==> config.mk <==
export PLATFORM = sky130hd
export DESIGN_NAME = cmp_minmax_seq
export DESIGN_NICKNAME = d
export VERILOG_FILES = /design/src/rtl/cmp_minmax_seq.sv
export SDC_FILE = /design/constraint.sdc
export NUM_CORES = 1
export LEC_CHECK = 0
export BUFFER_PORTS_ARGS = -buffer_cell sky130_fd_sc_hd__buf_2
export CAP_MARGIN = 30
export CORE_ASPECT_RATIO = 1.75
export CORE_UTILIZATION = 54
export DETAILED_ROUTE_END_ITERATION = 8
export GPL_TIMING_DRIVEN = 0
export PLACE_DENSITY = 0.78
export SLEW_MARGIN = 20
export SYNTH_ARGS = -nofsm -noshare
export SYNTH_HDL_FRONTEND = slang
export SYNTH_SLANG_ARGS = --single-unit
==> constraint.sdc <==
create_clock -name clk -period 3.6 [get_ports clk]
set_input_delay 0.18 -clock clk [delete_from_list [all_inputs] [get_ports clk]]
set_output_delay 0.18 -clock clk [all_outputs]
set_load 0.03 [all_outputs]
==> src/rtl/cmp_minmax_seq.sv <==
// cmp_minmax_seq -- finds max/min (value and 0-based index) of a run of DEPTH
// unsigned samples using a single shared 4-bit magnitude comparator.
//
// Ports:
//   clk        system clock, all state changes on rising edge
//   rst_n      synchronous active-low reset
//   start      begin a run (only looked at in IDLE)
//   din        sample data
//   din_valid  din is valid
//   din_ready  block accepts din this cycle (WAIT only)
//   busy       run in progress (cycle after accepted start through DONE)
//   done       one-cycle pulse when the run completes
//   max_out    largest sample of the last run
//   min_out    smallest sample of the last run
//   max_idx    index of max_out
//   min_idx    index of min_out
//
// Build option: define CMP_TIE_LAST_EN to report the latest index of an equal
// extreme instead of the earliest. Cycle timing is the same in both builds.

// 4-bit magnitude comparator: 100 a>b, 001 a<b, 010 a==b.
module cmp4 (
  input  logic [3:0] a,
  input  logic [3:0] b,
  output logic [2:0] code
);
  always_comb begin
    code = 3'b010;
    if (a > b)      code = 3'b100;
    else if (a < b) code = 3'b001;
  end
endmodule

module cmp_minmax_seq #(
  parameter int DEPTH = 8,
  parameter int WIDTH = 4
) (
  input  logic             clk,
  input  logic             rst_n,
  input  logic             start,
  input  logic [WIDTH-1:0] din,
  input  logic             din_valid,
  output logic             din_ready,
  output logic             busy,
  output logic             done,
  output logic [WIDTH-1:0] max_out,
  output logic [WIDTH-1:0] min_out,
  output logic [3:0]       max_idx,
  output logic [3:0]       min_idx
);

  if (WIDTH != 4 || DEPTH < 2 || DEPTH > 16) begin : g_bad_param
    $error("cmp_minmax_seq: WIDTH must be 4 and DEPTH in 2..16");
  end

  localparam logic [2:0] GT = 3'b100;
  localparam logic [2:0] LT = 3'b001;
`ifdef CMP_TIE_LAST_EN
  localparam logic [2:0] EQ = 3'b010;
`endif
  localparam logic [3:0] LAST = 4'(DEPTH - 1);

  typedef enum logic [2:0] {IDLE, WAIT, CMP_MAX, CMP_MIN, DONE} state_t;

  state_t           state;
  logic [3:0]       count;
  logic [WIDTH-1:0] s_reg;
  logic [WIDTH-1:0] cmp_b;
  logic [2:0]       code;

  // A side is always the captured sample; B side picks the running extreme
  // being challenged. Result is only consumed in CMP_MAX / CMP_MIN.
  assign cmp_b = (state == CMP_MIN) ? min_out : max_out;

  cmp4 u_cmp (
    .a    (s_reg),
    .b    (cmp_b),
    .code (code)
  );

  // Handshake/status outputs are pure state decodes: no din path to outputs.
  assign din_ready = (state == WAIT);
  assign busy      = (state != IDLE);
  assign done      = (state == DONE);

  always_ff @(posedge clk) begin
    if (!rst_n) begin
      state   <= IDLE;
      count   <= '0;
      s_reg   <= '0;
      max_out <= '0;
      min_out <= '0;
      max_idx <= '0;
      min_idx <= '0;
    end else begin
      case (state)
        IDLE: begin
          if (start) begin
            state <= WAIT;
            count <= '0;
          end
        end
        WAIT: begin
          if (din_valid && din_ready) begin
            s_reg <= din;
            // First sample seeds both extremes; no compare needed.
            if (count == '0) begin
              max_out <= din;
              min_out <= din;
              max_idx <= '0;
              min_idx <= '0;
              count   <= 4'd1;
            end else begin
              state <= CMP_MAX;
            end
          end
        end
        CMP_MAX: begin
          if (code == GT) begin
            max_out <= s_reg;
            max_idx <= count;
          end
`ifdef CMP_TIE_LAST_EN
          else if (code == EQ) begin
            max_idx <= count;
          end
`endif
          state <= CMP_MIN;
        end
        CMP_MIN: begin
          if (code == LT) begin
            min_out <= s_reg;
            min_idx <= count;
          end
`ifdef CMP_TIE_LAST_EN
          else if (code == EQ) begin
            min_idx <= count;
          end
`endif
          if (count == LAST) begin
            state <= DONE;
          end else begin
            count <= count + 4'd1;
            state <= WAIT;
          end
        end
        DONE:    state <= IDLE;
        default: state <= IDLE;
      endcase
    end
  end

endmodule
==> results of run 1 <==
[layout make-up]
cell class / instances / area share [%]
Tap cell: 26 / 2.01
Buffer: 9 / 2.55
Timing Repair Buffer: 25 / 7.74
Sequential cell: 27 / 33.4
Inverter: 7 / 1.63
Clock inverter: 1 / 0.464
Clock buffer: 3 / 2.55
Multi-Input combinational cell: 119 / 49.6
[per-stage QoR]
step	cell area (sq um)	hold slack, ns
final	1620	0.167
after CTS	1620	0.172
after floorplan	1410	0.319
after global routing	1620	0.182
after global placement	1570	0.442
after detailed placement	1570	0.455
[layout by cell type, fill, tap and decap left out, drive strengths merged, types with 2 or more instances in the layout]
master,Yosys,layout
clkbuf,3,6
o22ai,5,5
o211ai,2,2
a32o,4,4
nor2b,3,3
nor3b,3,3
dfxtp,27,27
buf,6,31
a21oi,6,6
or3,3,3
o221a,4,4
ha,6,6
nor2,13,13
nand2b,2,2
mux2i,7,7
a311oi,4,4
nand2,29,29
nand3,2,2
and2,2,2
inv,7,7
nand4,3,3
o211a,2,2
o21ai,5,5
[logic make-up (layout without fill, tap and decap cells)]
| kind of cell | Yosys count | after routing | share of synthesized area [%] |
|---|---|---|---|
| simple gates | 68 | 68 | 24.4 |
| compound gates | 37 | 37 | 21.6 |
| mux | 7 | 7 | 4.97 |
| xor+xnor | 1 | 1 | 0.621 |
| fa+ha+maj | 6 | 6 | 5.32 |
| flops | 27 | 27 | 38.3 |
| buf+inv | 16 | 45 | 4.79 |
[layer usage]
| layer | share of wire (%) | vias up |
|---|---|---|
| met5 | 0 | - |
| met4 | 1.1 | 0 |
| met3 | 2.3 | 4 |
| met2 | 56 | 28 |
| met1 | 41 | 647 |
| li1 | - | 648 |
[synth_stat cells, types with 2 or more instances]
library cell  instances  share of area [%]
nand2_1              29                7.7
dfxtp_1              27                 38
nor2_1               13                3.5
inv_1                 7                1.9
mux2i_1               7                5.0
a21oi_1               6                2.1
buf_2                 6                2.1
ha_1                  6                5.3
o21ai_0               5                1.8
o22ai_1               5                2.2
a311oi_1              4                2.5
a32o_1                4                2.8
o221a_2               4                3.2
clkbuf_1              3               0.80
nand4_1               3                1.3
nor2b_1               3                1.3
nor3b_1               3                1.6
nand2b_1              2               0.89
nand3_1               2               0.71
o211a_1               2                1.4
o211ai_1              2                1.1
or3_1                 2               0.89
[power by group]
group / internal [W] / total [W] / switching, W
logic: 0.0000477 / 0.000133 / 0.0000850
registers: 0.000311 / 0.000321 / 0.0000101
clock network: 0.0000787 / 0.000182 / 0.000103
total: 0.000437 / 0.000636 / 0.000199
[worst max-delay path, stage by stage (launching register included)]
cell	delay [ns]
dfxtp_1	0.31
buf_2	0.17
nor2b_1	0.24
and2_0	0.31
buf_2	0.33
mux2i_1	0.23
ha_1	0.26
nor2b_1	0.13
o21bai_1	0.34
a21oi_1	0.18
o211a_1	0.31
o221a_2	0.28
[how the worst max path moves through the flow]
stage / start / end / slack (ns) / cells after the start
after floorplan: state[0] / max_out[0] / 0.84 / 11
after global placement: state[0] / max_out[0] / 0.51 / 11
after detailed placement: state[0] / max_out[3] / 0.46 / 11
after CTS: state[0] / max_out[3] / 0.43 / 11
after global routing: state[0] / max_idx[3] / 0.20 / 11
final: state[0] / max_out[2] / 0.42 / 11
==> run_results.csv, run 1 <==
group,metric,value,unit
yosys,postSynthAreaPerCell,8.70,sq um
placement,gp_routability_congestion,0.805,
grt,grtUsageTotal,26.9,%
yosys,ys.flop_type,"dfxtp_1",
timing,period_minus_slack,3.18,ns
timing,fin_worst_skew,0.00522,ns
flow_run,cap_violations,0,
status,status,"finished clean",
yosys,syn-instance-count,162,
power_and_ir_drop,total_power_draw,0.000636,W
layout,final_layout_size_suffix_gt1_share,24.1,%
yosys,synthesis.nets,176,
routing,via_count,1327,
layout,multi_input_area,802,sq um
layout,insertedDiodeCount,0,
setup_path,rr_endpoint,"max_out[2]",
setup_path,rrSetupSlack,0.42,ns
grt,grt_pass1_vias,1274,
power_and_ir_drop,cellPowerDensity,393,nW/um^2
placement,setup_ws_pre_cts,0.458,ns
layout,final_cells,217,
timing,fin_tns_setup,0,ns
timing,grt_setup_unrepaired,"no",
hold_path,worst_hold_startpoint,"din[0]",
setup_path,data_required_time_at_the_worst_endpoint,3.78,ns
floorplan,std_cell_rows,24,
timing,relSlewSlack,65.0,%
layout,area_delta_synth_final,14.6,%
routing,vias_per_inst,6.12,
clock_network,cts.repair.resized,0,
power_and_ir_drop,peakVddDrop,0.339,mV
routing,route.detailed.drc,0,
clock_network,cts_inserted_buffers,3,
grt,grt_use_met1,30.0,%
clock_network,cts.path.max_buffers,2,
floorplan,fp.dieArea,2830,sq um
routing,detail_route.iter0.violations,53,
timing,timing.final.hold_violations,0,
setup_path,timing_worst_setup_path_type,"reg -> reg",
clock_network,cts.htree.levels,1,
timing,fmax,314,MHz
hold_path,hold_depth,3,
yosys,synth-edff-count,0,
clock_network,cts.repair_timing.setup_buffer_count,0,
placement,hpwlAfterDp,2590,um
floorplan,design.portCount,27,
placement,placed_cells_incl_taps,213,
yosys,yosysWarnings,0,
setup_path,r2r.worst_path.cells,11,
setup_path,timing.critical_path.arrival,3.36,ns
yosys,synth_seq_area_share,38.3,%
yosys,mappedNetlistArea,1410,sq um
yosys,share_of_async_settable_or_async_resettable_flops_after_synthesis,0,%
grt,most_used_layer_global_route,"met2",
layout,nFillCells,226,
clock_network,tritoncts,"yes",
yosys,synth_seq_cells,27,
floorplan,dieHeight,69.6,um
layout,seqCellArea,541,sq um
clock_network,clock-root-buffer,"clkbuf_8",
setup_path,critical_path.max_fanout,10,
timing,layout_setup_ws,0.419,ns
grt,first_pass_grt_wire_length,5460,um
routing,antenna_violating_nets_remaining,0,
timing,setup_viol,0,
timing,report.final.slew_viol_count,0,
hold_path,hold_end,"s_reg[0]",
floorplan,overall_die_width,40.6,um
placement,numPortBuffers,25,
clock_network,cts_sinks,27,
setup_path,cp-end-kind,"flop",
clock_network,path_clk_slew,0.10,ns
routing,first_pass_iters,4,
grt,grt_util_met2,46.2,%
grt,grt_util_met3,4.49,%
clock_network,clkLatencyLatePin,0.28,ns
layout,nNetsFinal,206,
yosys,yosys.cell_types.count,39,
setup_path,rr_startpoint,"state[0]",
floorplan,floorplan.initialDensity,56.6,%
floorplan,core_region_area,2490,sq um
layout,utilization,64.9,%
hold_path,min-delay-path-class,"in -> reg",
timing,max_slew.worst_pin.slew,0.525,ns
grt,number_of_antenna_violations_at_the_first_check_in_global_routing,0,
grt,grt_max_degree,17,
routing,wire_per_inst,15.7,um
timing,final.period_utilization,88.4,%
clock_network,postCtsHoldBufs,0,
routing,totalWireLength,3420,um
grt,globalRouteOverflowTotal,0,
setup_path,worst_setup_path_start_kind,"flop",
power_and_ir_drop,leakagePower,0.696,nW
Note: power is estimated with default switching activity, not from simulation.
==> inputs of run 2 (changes only) <==
--- a/config.mk
+++ b/config.mk
@@ -7,7 +7,7 @@
 export LEC_CHECK = 0
 export BUFFER_PORTS_ARGS = -buffer_cell sky130_fd_sc_hd__buf_2
 export CAP_MARGIN = 30
-export CORE_ASPECT_RATIO = 1.75
+export CORE_ASPECT_RATIO = 1.25
 export CORE_UTILIZATION = 54
 export DETAILED_ROUTE_END_ITERATION = 8
 export GPL_TIMING_DRIVEN = 0
==> run 2 against run 1 <==
Net effect:
- register-to-register slack worse by 0.08 ns
- die area decreased by 0.24%
- design area is 0.77% lower
- routed wire length decreased by 5.9%
- count of clock-buffer cells in the layout stayed put
- global-route usage down 0.84 points
- worst hold slack worse by 0.075 ns
- largest power group unchanged
==> run_results.csv, run 2 (synthesis gave the netlist of run 1 again) <==
group,metric,value,unit
floorplan,overall_die_width,47.7,um
flow_run,cap_violations,0,
layout,nFillCells,223,
routing,via_count,1324,
setup_path,data_required_time_at_the_worst_endpoint,3.86,ns
layout,utilization,65.4,%
setup_path,worst_setup_path_start_kind,"flop",
setup_path,cp-end-kind,"flop",
timing,max_slew.worst_pin.slew,0.520,ns
status,status,"finished clean",
placement,gp_routability_congestion,0.909,
clock_network,cts.repair_timing.setup_buffer_count,0,
grt,grtUsageTotal,26.1,%
floorplan,fp.dieArea,2820,sq um
layout,area_delta_synth_final,13.8,%
layout,multi_input_area,802,sq um
clock_network,cts.repair.resized,0,
layout,seqCellArea,541,sq um
grt,first_pass_grt_wire_length,5260,um
power_and_ir_drop,cellPowerDensity,364,nW/um^2
timing,final.period_utilization,90.5,%
setup_path,critical_path.slowest_cell,"and2_0",
setup_path,critical_path.max_fanout,10,
clock_network,path_clk_slew,0.14,ns
setup_path,cp.buffers_inverters,3,
floorplan,std_cell_rows,20,
layout,layout_commonest_cell,"buf_2",
floorplan,core_region_area,2450,sq um
grt,grt_pass1_vias,1170,
timing,grt_setup_unrepaired,"no",
clock_network,tritoncts,"yes",
timing,fmax,307,MHz
routing,detail_route.iter0.violations,36,
setup_path,timing_worst_setup_path_type,"reg -> reg",
timing,timing.final.hold_violations,0,
clock_network,clock-root-buffer,"clkbuf_4",
routing,antenna_violating_nets_remaining,0,
timing,fin_tns_setup,0,ns
grt,globalRouteOverflowTotal,0,
routing,first_pass_iters,5,
layout,final_layout_size_suffix_gt1_share,24.1,%
floorplan,dieHeight,59.1,um
clock_network,postCtsHoldBufs,0,
placement,placed_cells_incl_taps,220,
placement,hpwlAfterDp,2380,um
clock_network,cts_sinks,27,
hold_path,min-delay-path-class,"in -> reg",
clock_network,clkLatencyLatePin,0.33,ns
placement,numPortBuffers,25,
layout,final_cells,224,
power_and_ir_drop,leakagePower,0.692,nW
clock_network,cts.path.max_buffers,2,
layout,layout.cells.most_common_list,"31 x buf_2, 29 x nand2_1, 27 x dfxtp_1, 13 x nor2_1",
setup_path,max_stage_delay,0.36,ns
routing,wire_per_inst,14.3,um
setup_path,timing.critical_path.max_delay_family,"simple AND/OR/NAND/NOR gates",
layout,insertedDiodeCount,0,
timing,relSlewSlack,65.4,%
power_and_ir_drop,peakVddDrop,0.246,mV
grt,grt_max_degree,16,
grt,number_of_antenna_violations_at_the_first_check_in_global_routing,0,
layout,nNetsFinal,206,
routing,route.detailed.drc,0,
setup_path,crit_chain,"buf_2, nor2b_1, and2_0, buf_2, mux2i_1, ha_1, nor2b_1, o21bai_1, a31o_2, buf_2, nand4_1, o21ai_0",
timing,setup_viol,0,
floorplan,floorplan.initialDensity,57.5,%
setup_path,path_common_cell,"buf_2",
clock_network,cts.htree.levels,1,
routing,totalWireLength,3210,um
timing,fin_worst_skew,0.00632,ns
setup_path,timing.critical_path.arrival,3.52,ns
clock_network,cts_inserted_buffers,3,
timing,report.final.slew_viol_count,0,
routing,vias_per_inst,5.91,
timing,period_minus_slack,3.26,ns
floorplan,design.portCount,27,
timing,whs,0.0921,ns
## run 2: power by group
group / switching (W) / total (W) / internal (W)
Clock: 0.0000905 / 0.000132 / 0.0000418
Sequential: 0.00000962 / 0.000321 / 0.000311
Combinational: 0.0000838 / 0.000132 / 0.0000478
Total: 0.000184 / 0.000585 / 0.000401
## run 2: area by class of cell
class	count	area share, %
Tap cell	33	2.57
Sequential cell	27	33.7
Clock buffer	3	1.40
Buffer	9	2.57
Multi-Input combinational cell	119	50.0
Inverter	7	1.64
Clock inverter	1	0.312
Timing Repair Buffer	25	7.80
## run 2: through the flow
step                      power, W  worst slack [ns]  cell area [sq um]
final                     0.000585             0.343               1600
after global routing      0.000612             0.100               1600
after CTS                 0.000587             0.385               1600
after detailed placement  0.000458             0.417               1580
after global placement    0.000455             0.441               1580
after floorplan           0.000425             0.841               1410
## run 2: final timing paths
kind	startpoint	end	slack [ns]	cells after the start
max	state[0]	min_idx[1]	0.34	12
min	din[0]	s_reg[0]	0.09	3
max reg2reg	state[0]	min_idx[1]	0.34	12
min reg2reg	min_idx[3]	min_idx[3]	0.46	2
## run 2: per-layer routing
| metal | vias up | global-route usage, % | wire length (um) | share of wire (%) |
|---|---|---|---|---|
| li1 | 650 | - | - | - |
| met1 | 620 | 34.2 | 1380 | 43 |
| met3 | 5 | 3.35 | 172 | 5.4 |
| met4 | 0 | 9.52 | 57 | 1.8 |
| met2 | 49 | 42.5 | 1610 | 50 |
| met5 | - | 0 | 0 | 0 |
## run 2: worst min-delay path, delay by kind of cell
family,cells,cell delay (ns)
compound gates,1,0.06
buf+inv,1,0.10
simple gates,1,0.07
==> inputs of run 3 (changes only) <==
--- a/config.mk
+++ b/config.mk
@@ -8,10 +8,11 @@
 export BUFFER_PORTS_ARGS = -buffer_cell sky130_fd_sc_hd__buf_2
 export CAP_MARGIN = 30
 export CORE_ASPECT_RATIO = 1.25
-export CORE_UTILIZATION = 54
+export CORE_UTILIZATION = 51
+export CTS_BUF_LIST = sky130_fd_sc_hd__clkbuf_8
 export DETAILED_ROUTE_END_ITERATION = 8
 export GPL_TIMING_DRIVEN = 0
-export PLACE_DENSITY = 0.78
+export PLACE_DENSITY = 0.77
 export SLEW_MARGIN = 20
 export SYNTH_ARGS = -nofsm -noshare
 export SYNTH_HDL_FRONTEND = slang
==> constraint.sdc (replaced) <==
create_clock -name clk -period 2.7 [get_ports clk]
set_input_delay 0.135 -clock clk [delete_from_list [all_inputs] [get_ports clk]]
set_output_delay 0.135 -clock clk [all_outputs]
set_load 0.03 [all_outputs]
==> run 3 against run 2 <==
Net effect:
- worst hold slack gained 0.025 ns
- utilization grew 0.78 points
- clock skew shrank 0.0033 ns
- total power grew 46%
- clock power grew 76%
- setup slack lost 0.20 ns
- combinational power grew 46%
- critical endpoint unchanged
- critical path depth is the same
- cell count grew 0.89%
- first-iteration DRC count shrank 33%
- design area grew 4.3%
==> run_results.csv, run 3 (synthesis gave the netlist of run 1 again) <==
group,metric,value,unit
layout,utilization,66.2,%
placement,hpwlAfterDp,2400,um
grt,grtUsageTotal,23.2,%
setup_path,r2r.worst_path.cells,12,
routing,via_count,1311,
setup_path,worst_setup_path_start_kind,"flop",
timing,period_minus_slack,2.56,ns
timing,fmax,391,MHz
setup_path,timing_worst_setup_path_type,"reg -> reg",
status,status,"finished clean",
timing,max_slew.worst_pin.slew,0.505,ns
routing,route.detailed.drc,0,
placement,gp_routability_congestion,0.911,
floorplan,fp.dieArea,2980,sq um
layout,final_layout_size_suffix_gt1_share,27.5,%
setup_path,critical_path.max_fanout,10,
flow_run,cap_violations,0,
floorplan,core_region_area,2530,sq um
timing,final.period_utilization,94.6,%
grt,number_of_antenna_violations_at_the_first_check_in_global_routing,0,
grt,first_pass_grt_wire_length,5300,um
hold_path,min-delay-path-class,"in -> reg",
clock_network,cts_inserted_buffers,3,
setup_path,max_stage_delay,0.32,ns
layout,layout_commonest_cell,"nand2_1",
timing,fin_tns_setup,0,ns
setup_path,worst_setup_path_endpoint,"min_idx[1]",
floorplan,std_cell_rows,20,
routing,totalWireLength,3220,um
floorplan,overall_die_width,49.0,um
placement,placed_cells_incl_taps,220,
setup_path,data_required_time_at_the_worst_endpoint,2.90,ns
clock_network,clock-root-buffer,"clkbuf_8",
power_and_ir_drop,leakagePower,0.715,nW
routing,detail_route.iter0.violations,24,
setup_path,cp-end-kind,"flop",
setup_path,rr_startpoint,"state[0]",
layout,insertedDiodeCount,0,
placement,numPortBuffers,25,
setup_path,timing.critical_path.arrival,2.76,ns
routing,first_pass_iters,5,
clock_network,cts.path.max_buffers,2,
power_and_ir_drop,cellPowerDensity,510,nW/um^2
timing,setup_viol,0,
clock_network,cts_sinks,27,
layout,layout.cells.most_common_list,"29 x nand2_1, 28 x buf_2, 27 x dfxtp_1, 13 x nor2_1",
routing,wire_per_inst,14.3,um
setup_path,rr_endpoint,"min_idx[1]",
layout,area_delta_synth_final,18.6,%
floorplan,dieHeight,60.8,um
setup_path,crit_chain,"clkbuf_4, nor2b_4, and2_4, buf_6, mux2i_1, ha_1, nor2b_1, o21bai_2, a31o_2, buf_4, nand4_1, o21ai_0",
grt,grt_max_degree,17,
setup_path,worst_setup_path_startpoint,"state[0]",
floorplan,design.portCount,27,
power_and_ir_drop,peakVddDrop,0.311,mV
clock_network,path_clk_slew,0.09,ns
clock_network,cts.htree.levels,1,
grt,globalRouteOverflowTotal,0,
timing,whs,0.117,ns
routing,antenna_violating_nets_remaining,0,
timing,grt_setup_unrepaired,"no",
timing,report.final.slew_viol_count,0,
layout,nNetsFinal,208,
setup_path,rrSetupSlack,0.14,ns
timing,timing.final.hold_violations,0,
setup_path,critical_path.slowest_cell,"dfxtp_1",
clock_network,tritoncts,"yes",
timing,fin_worst_skew,0.00304,ns
grt,grt_pass1_vias,1194,
floorplan,floorplan.initialDensity,55.8,%
timing,relSlewSlack,66.4,%
layout,final_cells,226,
routing,vias_per_inst,5.80,
clock_network,clkLatencyLatePin,0.27,ns
-- run 3: final cells by class --
type / count / area (sq um)
Clock inverter: 1 / 7.51
Clock buffer: 3 / 41.3
Multi-Input combinational cell: 119 / 823
Sequential cell: 27 / 541
Timing Repair Buffer: 27 / 140
Fill cell: 206 / 855
Inverter: 7 / 26.3
Tap cell: 33 / 41.3
Buffer: 9 / 52.6
-- run 3: stage by stage --
step | worst slack (ns) | power (W) | instance area (sq um)
after global placement | -0.284 | 0.000609 | 1580
after CTS | 0.0329 | 0.000852 | 1650
after detailed placement | -0.364 | 0.000614 | 1580
after floorplan | 0.0365 | 0.000569 | 1410
final | 0.145 | 0.000853 | 1670
after global routing | 0.000569 | 0.000895 | 1670
-- run 3: metal layers --
| metal | track usage [%] | wire length, um |
|---|---|---|
| met3 | 3.76 | 172 |
| met1 | 29.1 | 1450 |
| met2 | 40.3 | 1550 |
| met4 | 9.24 | 50 |
| met5 | 0 | 0 |
-- run 3: critical path: cells and delay by family, from the launching register on --
family                     cells  cell delay (ns)
DFF                            1             0.32
adders and majority gates      1             0.26
buffers and inverters          3             0.52
muxes                          1             0.20
AOI/OAI and AO/OA              3             0.57
and+or+nand+nor                4             0.60
-- run 3: power by group --
group          leakage, nW  total [W]  internal, W  switching [W]
clock               0.0217   0.000232     0.000105       0.000127
combinational        0.474   0.000193    0.0000769       0.000117
sequential           0.220   0.000428     0.000414      0.0000137
total                0.715   0.000853     0.000596       0.000257
-- run 3: worst min path at each step --
stage,cells past startpoint,endpoint,startpoint
2_1_floorplan,2,s_reg[0],din[0]
4_1_cts,3,s_reg[0],din[0]
3_5_place_dp,3,s_reg[0],din[0]
3_3_place_gp,3,s_reg[0],din[0]
5_1_grt,2,state[0],start
6_report,3,s_reg[0],din[0]
-- run 3: repair_timing --
action,in CTS,in global routing
buffers inserted,1,1
pin swaps,2,2
gates resized for setup,7,4
endpoints found under the setup margin,16,15
hold buffers,0,0
